===== config.mk =====
export PLATFORM = sky130hd
export DESIGN_NAME = drive_cmd_arbiter
export DESIGN_NICKNAME = d
export VERILOG_FILES = /design/src/rtl/drive_cmd_arbiter.sv
export SDC_FILE = /design/constraint.sdc
export NUM_CORES = 1
export LEC_CHECK = 0
export ABC_AREA = 1
export CAP_MARGIN = 40
export CORE_ASPECT_RATIO = 1.4
export CORE_MARGIN = 2
export CORE_UTILIZATION = 53
export DETAILED_ROUTE_END_ITERATION = 10
export PLACE_DENSITY = 0.84
export SETUP_SLACK_MARGIN = 0.5
export SYNTH_ARGS = -nofsm -noshare
export SYNTH_HDL_FRONTEND = slang
export SYNTH_SLANG_ARGS = --single-unit

===== constraint.sdc =====
create_clock -name sys_clk -period 1.75 [get_ports sys_clk]
set_clock_uncertainty 0.1 [all_clocks]
set_input_delay 0.35 -clock sys_clk [delete_from_list [all_inputs] [get_ports sys_clk]]
set_output_delay 0.35 -clock sys_clk [all_outputs]
set_load 0.02 [all_outputs]

===== src/rtl/drive_cmd_arbiter.sv =====
// Engine power sequencer and motion-command arbiter: hold-to-start power-up,
// drained mode changes, and a registered, conflict-masked command/barrier path.
module drive_cmd_arbiter #(
    parameter int HOLD_CYCLES = 100_000_000,
    parameter int GAP_CYCLES  = 1_000_000
) (
    input  logic       sys_clk,
    input  logic       rst_n,
    input  logic       power_on,
    input  logic       power_off,
    input  logic [2:0] mode_signal,
    input  logic [3:0] man_cmd,
    input  logic [3:0] semi_cmd,
    input  logic [3:0] auto_cmd,
    input  logic       auto_place,
    input  logic       auto_destroy,
    output logic [3:0] cmd,
    output logic       place_barrier,
    output logic       destroy_barrier,
    output logic       power_on_led,
    output logic [2:0] mode_led,
    output logic [2:0] grant,
    output logic       busy,
    output logic [2:0] dbg_state
);

    localparam int MAX_P = (HOLD_CYCLES > GAP_CYCLES) ? HOLD_CYCLES : GAP_CYCLES;
    localparam int CNT_W = (MAX_P > 1) ? $clog2(MAX_P) : 1;
    localparam logic [CNT_W-1:0] HOLD_LAST = CNT_W'(HOLD_CYCLES - 1);
    localparam logic [CNT_W-1:0] GAP_LAST  = CNT_W'(GAP_CYCLES - 1);

    typedef enum logic [2:0] {
        S_OFF    = 3'd0,
        S_ARMING = 3'd1,
        S_IDLE   = 3'd2,
        S_DRAIN  = 3'd3,
        S_GRANT  = 3'd4
    } state_t;

    state_t           state_q, state_d;
    logic [CNT_W-1:0] hold_q, hold_d;
    logic [CNT_W-1:0] gap_q, gap_d;
    logic [2:0]       target_q, target_d;
    logic [3:0]       cmd_q, cmd_d;
    logic             place_q, place_d;
    logic             destroy_q, destroy_d;
    logic             place_hist_q, destroy_hist_q;

    logic             mode_valid;
    logic             stay_grant;
    logic [3:0]       src_cmd;
    logic [3:0]       masked_cmd;
    logic             place_rise, destroy_rise;

    assign mode_valid = (mode_signal == 3'b001) || (mode_signal == 3'b010) ||
                        (mode_signal == 3'b100);

    always_comb begin
        state_d  = state_q;
        hold_d   = hold_q;
        gap_d    = gap_q;
        target_d = target_q;
        if (power_off) begin
            state_d = S_OFF;
            hold_d  = '0;
            gap_d   = '0;
        end else begin
            case (state_q)
                S_OFF: begin
                    if (power_on) begin
                        state_d = S_ARMING;
                        hold_d  = CNT_W'(1);
                    end
                end
                S_ARMING: begin
                    if (!power_on) begin
                        state_d = S_OFF;
                        hold_d  = '0;
                    end else if (hold_q == HOLD_LAST) begin
                        state_d = S_IDLE;
                        hold_d  = '0;
                    end else begin
                        hold_d = hold_q + 1'b1;
                    end
                end
                S_IDLE: begin
                    if (mode_valid) begin
                        state_d  = S_DRAIN;
                        target_d = mode_signal;
                        gap_d    = '0;
                    end
                end
                S_DRAIN: begin
                    if (!mode_valid) begin
                        state_d = S_IDLE;
                        gap_d   = '0;
                    end else if (mode_signal != target_q) begin
                        target_d = mode_signal;
                        gap_d    = '0;
                    end else if (gap_q == GAP_LAST) begin
                        state_d = S_GRANT;
                        gap_d   = '0;
                    end else begin
                        gap_d = gap_q + 1'b1;
                    end
                end
                S_GRANT: begin
                    if (!mode_valid) begin
                        state_d = S_IDLE;
                    end else if (mode_signal != target_q) begin
                        state_d  = S_DRAIN;
                        target_d = mode_signal;
                        gap_d    = '0;
                    end
                end
                default: state_d = S_OFF;
            endcase
        end
    end

    // Forward only while GRANT persists across the edge, so cmd is already 0
    // in the first cycle after any exit (mode change, invalid mode or stop).
    assign stay_grant = (state_q == S_GRANT) && (state_d == S_GRANT);

    always_comb begin
        src_cmd = 4'b0000;
        case (target_q)
            3'b001:  src_cmd = man_cmd;
            3'b010:  src_cmd = semi_cmd;
            3'b100:  src_cmd = auto_cmd;
            default: src_cmd = 4'b0000;
        endcase
        masked_cmd = src_cmd;
        if (src_cmd[3] && src_cmd[2]) masked_cmd[3:2] = 2'b00;
        if (src_cmd[1] && src_cmd[0]) masked_cmd[1:0] = 2'b00;
        cmd_d = stay_grant ? masked_cmd : 4'b0000;
    end

    assign place_rise   = auto_place && !place_hist_q;
    assign destroy_rise = auto_destroy && !destroy_hist_q;
    // Simultaneous place and destroy edges are ambiguous, so neither fires.
    assign place_d   = stay_grant && (target_q == 3'b100) && place_rise && !destroy_rise;
    assign destroy_d = stay_grant && (target_q == 3'b100) && destroy_rise && !place_rise;

    always_ff @(posedge sys_clk or negedge rst_n) begin
        if (!rst_n) begin
            state_q        <= S_OFF;
            hold_q         <= '0;
            gap_q          <= '0;
            target_q       <= 3'b000;
            cmd_q          <= 4'b0000;
            place_q        <= 1'b0;
            destroy_q      <= 1'b0;
            place_hist_q   <= 1'b0;
            destroy_hist_q <= 1'b0;
        end else begin
            state_q        <= state_d;
            hold_q         <= hold_d;
            gap_q          <= gap_d;
            target_q       <= target_d;
            cmd_q          <= cmd_d;
            place_q        <= place_d;
            destroy_q      <= destroy_d;
            place_hist_q   <= auto_place;
            destroy_hist_q <= auto_destroy;
        end
    end

    assign cmd             = cmd_q;
    assign place_barrier   = place_q;
    assign destroy_barrier = destroy_q;
    assign power_on_led    = (state_q == S_IDLE) || (state_q == S_DRAIN) || (state_q == S_GRANT);
    assign busy            = (state_q == S_ARMING) || (state_q == S_DRAIN);
    assign mode_led        = ((state_q == S_DRAIN) || (state_q == S_GRANT)) ? target_q : 3'b000;
    assign grant           = (state_q == S_GRANT) ? target_q : 3'b000;
    assign dbg_state       = state_q;

endmodule


==> results of run 1 <==
## metrics by stage
step / instances / util, % / TNS, ns / cell area (um^2)
after floorplan: 684 / - / 0 / 4860
after global placement: 893 / 68.6 / -14.31 / 5900
after detailed placement: 893 / 68.6 / -18.05 / 5900
after CTS: 960 / 83.9 / -0.621 / 7220
## timing repair
item | CTS
gates resized for setup | 256
gates cloned | 6
pin swaps | 68
hold buffers | 1
setup buffers | 44
endpoints found under the setup margin | 83
endpoints found under the hold margin | 68
## synthesized netlist by cell type, types with 2 or more instances
cell type and instances:
inv_1 71, nand3_2 2, o21ai_0 12, nand2_1 181, inv_2 11, xor2_1 24
o22ai_2 11, o21ai_1 21, xnor2_1 7, nor3_1 15, a21oi_1 11, nor2_4 5
nand3_1 52, buf_2 3, ha_1 2, nand2_2 12, dfrtp_1 68, nor3_2 8
nand4_1 18, nor2_1 121, buf_6 7, nor2_2 12
## per-layer routing
metal / global-route usage [%] / overflow
met3: 44.2 / 1
met4: 80.1 / 44
met2: 95.6 / 56
met1: 66.5 / 1
met5: 4.04 / 0
## cell families after synthesis
logic type / share of synthesized area [%]
flops: 36.0
simple gates: 40.9
compound gates: 7.99
buf+inv: 8.87
xor+xnor: 5.74
fa+ha+maj: 0.529
==> flow_summary.toml, run 1 <==
[outcome]
outcome = "aborted with a tool error"
stop_stage = "global routing"
error = "[ERROR GRT-0232] Routing congestion too high. Check the congestion heatmap in the GUI."

[placed_design]
dp_hpwl_um = 10100
port-buffer-count = 37
dp_slack_ns = -0.387
gp_congestion = 0.964

[logic_synthesis]
synth_fp_nets = 707
synthCells = 684
synth_top_area_share_pct = 36.0
ys_types = 32
synth-edff-count = 0
synth_area_per_cell_um2 = 6.91
yosysWarnings = 0
ys_ff_latch = 68
yosys.area.top_type = "dfrtp_1"
synth_area_mm2 = 0.00473
synth_area_leaders = "dfrtp_1, nand2_1, nor2_1"
async_flop_share_pct = 100
seq_area_frac_synth_pct = 36.0
ys.flop_type = "dfrtp_1"

[global_route]
grt_overflow_total = 102
grt_max_degree = 69
grt_usage_pct = 70.1

[floorplan]
die_width_um = 83.8
rows = 40
io_pins = 38
start_util_pct = 54.9
die_y_um = 116

[clock_tree]
clock_sinks = 68
cts_buffers = 9
cts_max_level = 3
cts_buffer_depth = 2
cts_root_buf = "clkbuf_16"

[sta]
postGrtWorstEndpoint = "mode_led[2]"
worst-ep-kind = "output port"
==> inputs of run 2 (changes only) <==
CORE_ASPECT_RATIO = default   (was 1.4)
CORE_UTILIZATION = 40   (was 53)
PLACE_DENSITY = default   (was 0.84)
PLACE_DENSITY_LB_ADDON = 0.15   (was default)
SETUP_SLACK_MARGIN = default   (was 0.5)
clock period = 2.3 ns   (was 1.75 ns; I/O delays follow)
==> flow_summary.toml, run 2 <==
[outcome]
outcome = "finished, final reports clean"

[global_route]
busiest_layer = "met2"
grt_usage_pct = 19.5
grt_max_degree = 55
use_met3_pct = 4.55
first_global_vias = 4287
grt_use_met2_pct = 30.8
grt_overflow_total = 0
gr-usage-met1_pct = 26.5
antenna_found_initial = 0
grt_pass1_wl_um = 20300

[clock_tree]
cts_root_buf = "clkbuf_16"
cts_buffers = 9
clock_latency_ns = 0.33
cts_tree = "done"
clk_pin_slew_ns = 0.06
post_cts_buffers = 0
cts_max_level = 3
clock_sinks = 68
cts_buffer_depth = 2

[finish]
multiInputGateArea_mm2 = 0.00261
antenna_cells = 0
nNetsFinal = 761
fillers = 1166
mostFrequentLayoutCells = "nand2_1, nor2_1, inv_1"
final_area_mm2 = 0.00561
final_util_pct = 49.0
layout-drive-gt1-share_pct = 13.3
regArea_mm2 = 0.00170
layout_commonest_cell = "nand2_1"
areaGrowthSynthToFinish_pct = 18.8

[placed_design]
port-buffer-count = 37
place_area_mm2 = 0.00533
dp_hpwl_um = 9160
gp_congestion = 0.937

[sta]
drv_slew = 0
finalHoldViolations = 0
timing.final.crit_share_pct = 93.9
fmax_ghz = 0.463
setup_viol = 0
fin_tns_setup_ns = 0
rsz0062_at_grt = "no"
max_slew_margin_pct = 53.0
timing.hold.ws_ns = 0.0759
min_period_ns = 2.16
worstMarginPinSlew_ns = 0.705

[worst_setup_path]
crit_family = "buffers and inverters"
cp-start-kind = "flop"
crit_cells = 6
critical_path_class = "flop to output pin"
critPathMaxStageDelay_ns = 0.40
cp.required_ns = 1.74
crit_slowest_cell = "dfrtp_1"
endpoint_kind = "output pin"
cp.arrival_ns = 1.60
crit_buf_inv = 2
crit_chain = "inv_2 -> nand2_2 -> nor2_4 -> nor2_2 -> nor2_1 -> dlygate4sd2_1"
reg2reg_depth = 10
cp_max_fo = 5

[route]
drt-initial-drc-count = 253
num_vias = 4492
vias_per_cell = 5.07
ant_nets = 0
wl_per_cell_um = 13.4
drt-total-wl_um = 11900
drt-pass1-iter-count = 5
drt_drc_violations_left = 0

[logic_synthesis]
seq_area_frac_synth_pct = 36.0
synth_area_mm2 = 0.00473
ys_ff_latch = 68
synth_area_per_cell_um2 = 6.91
synthCells = 684
yosys.area.top_type = "dfrtp_1"
synthXorXnorAreaFrac_pct = 5.74
synth_area_leaders = "dfrtp_1, nand2_1, nor2_1"
ys_types = 32
yosys.area_share.simple_pct = 40.9
synth.mux.area_fraction_pct = 0
synth-edff-count = 0
async_flop_share_pct = 100
synth-adder-area-share_pct = 0.529
synth_fp_nets = 707
synth_top_family_by_area = "simple AND/OR/NAND/NOR gates"
synth_compound_area_share_pct = 7.99
synth_common_cells = "nand2_1, nor2_1, inv_1"
synth_top_area_share_pct = 36.0
ys.flop_type = "dfrtp_1"
yosysWarnings = 0
synth.most_common_cell = "nand2_1"

[power_and_ir_drop]
p_leak_nw = 2.32
p_per_area_mw_per_mm2 = 515
peakVddDrop_v = 0.000290
totalPowerFinal_mw = 2.89

[floorplan]
start_util_pct = 41.2
io_pins = 38
core_area_mm2 = 0.0115
die_width_um = 113
die_area_mm2 = 0.0127
rows = 39
die_y_um = 113

[run]
drv_cap = 0

[min_path]
holdCritPathClass = "input pin to async pin"
## run 2: cell counts after synthesis
No cell type changed its count.
## run 2: routing by layer
metal	share of wire (%)	up-vias
met1	48	2061
met3	5.5	17
met4	1.7	0
met2	44	127
li1	-	2287
met5	0	-
## run 2: cell type report
class                   instances  area share, %
clock buffers                   9           4.01
clock inverters                 7           1.20
inverters                      83           5.59
multi-input cells             521           46.4
flip-flops and latches         68           30.3
well taps                     143           3.19
repair buffers                 55           9.27
## run 2: what timing repair did
action                                  in CTS  in global routing
endpoints found under the setup margin       7                  1
gates cloned                                 0                  0
gates resized for setup                      7                  1
hold buffers                                 0                  0
## run 2: cell families (layout without fill, tap and decap cells)
| logic type | after synthesis | in the layout |
|---|---|---|
| simple gates | 430 | 430 |
| flops | 68 | 68 |
| compound gates | 58 | 58 |
| xor+xnor | 31 | 31 |
| buf+inv | 95 | 154 |
| fa+ha+maj | 2 | 2 |
## run 2: final timing paths
path / endpoint / startpoint / slack (ns)
setup / recovery: mode_led[2] / dbg_state[0]$_DFF_PN0_ / 0.14
hold / removal: gap_q[13]$_DFFE_PN0P_ / rst_n / 0.08
setup reg to reg: hold_q[17]$_DFFE_PN0P_ / hold_q[0]$_DFFE_PN0P_ / 0.36
hold reg to reg: place_barrier$_DFF_PN0_ / place_hist_q$_DFF_PN0_ / 0.42
max in group asynchronous: hold_q[10]$_DFFE_PN0P_ / rst_n / 1.40
min in group sys_clk: place_barrier$_DFF_PN0_ / place_hist_q$_DFF_PN0_ / 0.42
## run 2: stage by stage
stage | instances | worst slack [ns]
after floorplan | 684 | 0.529
after global placement | 870 | 0.0939
after detailed placement | 870 | 0.0411
after CTS | 886 | 0.0933
after global routing | 886 | 0.00109
final | 886 | 0.141
## run 2: report_power, final
part / switching, mW / total [mW] / internal (mW)
Combinational: 0.188 / 0.292 / 0.104
Sequential: 0.0164 / 1.23 / 1.21
Clock: 0.541 / 1.37 / 0.833
Total: 0.746 / 2.89 / 2.15
Note: power is estimated with default switching activity, not from simulation.
==> inputs of run 3 (changes only) <==
CELL_PAD_IN_SITES_DETAIL_PLACEMENT = 1   (was default)
CELL_PAD_IN_SITES_GLOBAL_PLACEMENT = 1   (was default)
CTS_CLUSTER_SIZE = 28   (was default)
==> flow_summary.toml, run 3 (synthesis gave the netlist of run 2 again) <==
[min_path]
holdCritPathClass = "input pin to async pin"

[finish]
nNetsFinal = 760
layout-drive-gt1-share_pct = 13.2
mostFrequentLayoutCells = "nand2_1, nor2_1, inv_1"
antenna_cells = 0
layout_commonest_cell = "nand2_1"
areaGrowthSynthToFinish_pct = 20.2

[clock_tree]
cts_root_buf = "clkbuf_16"
clk_pin_slew_ns = 0.06
cts_buffer_depth = 2
cts_tree = "done"
cts_max_level = 3
clock_sinks = 68
cts_buffers = 9
clock_latency_ns = 0.35

[sta]
max_slew_margin_pct = 64.0
layout_setup_ws_ns = 0.101
fmax_ghz = 0.455
drv_slew = 0
finalHoldViolations = 0
timing.final.crit_share_pct = 95.6
fin_tns_setup_ns = 0
rsz0062_at_grt = "no"
min_period_ns = 2.20
worstMarginPinSlew_ns = 0.540
setup_viol = 0

[outcome]
outcome = "finished, final reports clean"

[route]
vias_per_cell = 5.24
drt_drc_violations_left = 0
drt-pass1-iter-count = 4
drt-total-wl_um = 14100
ant_nets = 0
drt-initial-drc-count = 219
num_vias = 4641
wl_per_cell_um = 16.0

[worst_setup_path]
cp.required_ns = 1.74
r2r_start = "hold_q[0]$_DFFE_PN0P_"
cpMostUsedCell = "inv_2"
crit_slowest_cell = "dfrtp_1"
critical_path_class = "flop to output pin"
endpoint_kind = "output pin"
reg2reg_depth = 10
critPathMaxStageDelay_ns = 0.41
worst-r2r-setup-slack_ns = 0.24
cp-start-kind = "flop"
cp_max_fo = 5
timing.rr.end = "hold_q[17]$_DFFE_PN0P_"
cp.arrival_ns = 1.64
crit_chain = "inv_2 -> nand2_2 -> nor2_4 -> inv_2 -> nor2_1 -> dlygate4sd2_1"

[global_route]
grt_overflow_total = 0
antenna_found_initial = 0
grt_pass1_wl_um = 24400
first_global_vias = 4979
grt_usage_pct = 24.1
grt_max_degree = 38

[power_and_ir_drop]
peakVddDrop_v = 0.000335
p_leak_nw = 2.35
p_per_area_mw_per_mm2 = 561

[floorplan]
core_area_mm2 = 0.0115
die_width_um = 113
start_util_pct = 41.2
rows = 39
die_y_um = 113
die_area_mm2 = 0.0127
io_pins = 38

[placed_design]
gp_congestion = 0.865
dp_slack_ns = 0.0187
port-buffer-count = 37
dp_hpwl_um = 10800

[run]
drv_cap = 0
==> run 3: cell types whose count changed in the layout (fill, tap and decap cells not counted), sizes merged <==
cell / previous run / this run
clkdlybuf4s15: 1 / 2
clkinv: 3 / 2
clkbuf: 9 / 10
buf: 19 / 18
bufinv: 1 / 3
dlygate4sd2: 6 / 5
clkinvlp: 3 / 1
==> run 3: critical path: cells and delay by family, from the launching register on <==
| kind | cells | cell delay [ns] |
|---|---|---|
| buf+inv | 3 | 0.54 |
| flops | 1 | 0.41 |
| simple gates | 3 | 0.35 |
==> run 3: repair_timing <==
action,CTS,global route
setup endpoints to repair,7,3
resized for setup,7,3
buffers inserted,0,0
hold buffers,0,0
==> run 3: worst max-delay path by stage <==
| stage | cells past startpoint | slack (ns) | start | endpoint |
|---|---|---|---|---|
| 6_report | 6 | 0.10 | dbg_state[0]$_DFF_PN0_ | grant[0] |
| 5_1_grt | 6 | 0.009 | dbg_state[0]$_DFF_PN0_ | grant[0] |
| 4_1_cts | 6 | 0.09 | dbg_state[0]$_DFF_PN0_ | grant[0] |
| 3_5_place_dp | 9 | 0.02 | mode_signal[2] | place_barrier$_DFF_PN0_ |
| 3_3_place_gp | 9 | 0.09 | mode_signal[1] | destroy_barrier$_DFF_PN0_ |
| 2_1_floorplan | 5 | 0.53 | dbg_state[2]$_DFF_PN0_ | mode_led[0] |
==> run 3: power by group <==
part	internal (mW)	total, mW	leakage [nW]	switching [mW]
registers	1.21	1.23	0.941	0.0170
clock network	1.09	1.66	0.169	0.571
logic	0.104	0.301	1.24	0.197
==> run 3: cell type report <==
type                       count  area (um^2)
fill                        1467         5790
multi-input combinational    521         2610
sequential                    68         1700
timing repair buffer          54          527
inverter                      83          317
clock buffer                  10          239
tap                          143          179
clock inverter                 6          111
==> run 3: metal layers <==
metal / global-route usage, % / vias up / part of all wire [%]
met5: 0 / - / 0
met4: 5.69 / 0 / 0.79
met3: 6.05 / 10 / 4.5
met2: 40.1 / 75 / 48
met1: 31.7 / 2278 / 47
li1: - / 2278 / -
==> run 3: per-stage QoR <==
stage	instances	util [%]	cell area, um^2	power (mW)	hold WS (ns)
2_1_floorplan	684	-	4730	1.42	0.0644
3_3_place_gp	869	46.5	5330	1.54	0.377
3_5_place_dp	869	46.5	5330	1.55	0.386
4_1_cts	885	49.5	5680	3.21	0.0193
5_1_grt	885	49.5	5680	3.30	0.0275
6_report	885	49.5	5680	3.19	0.00100
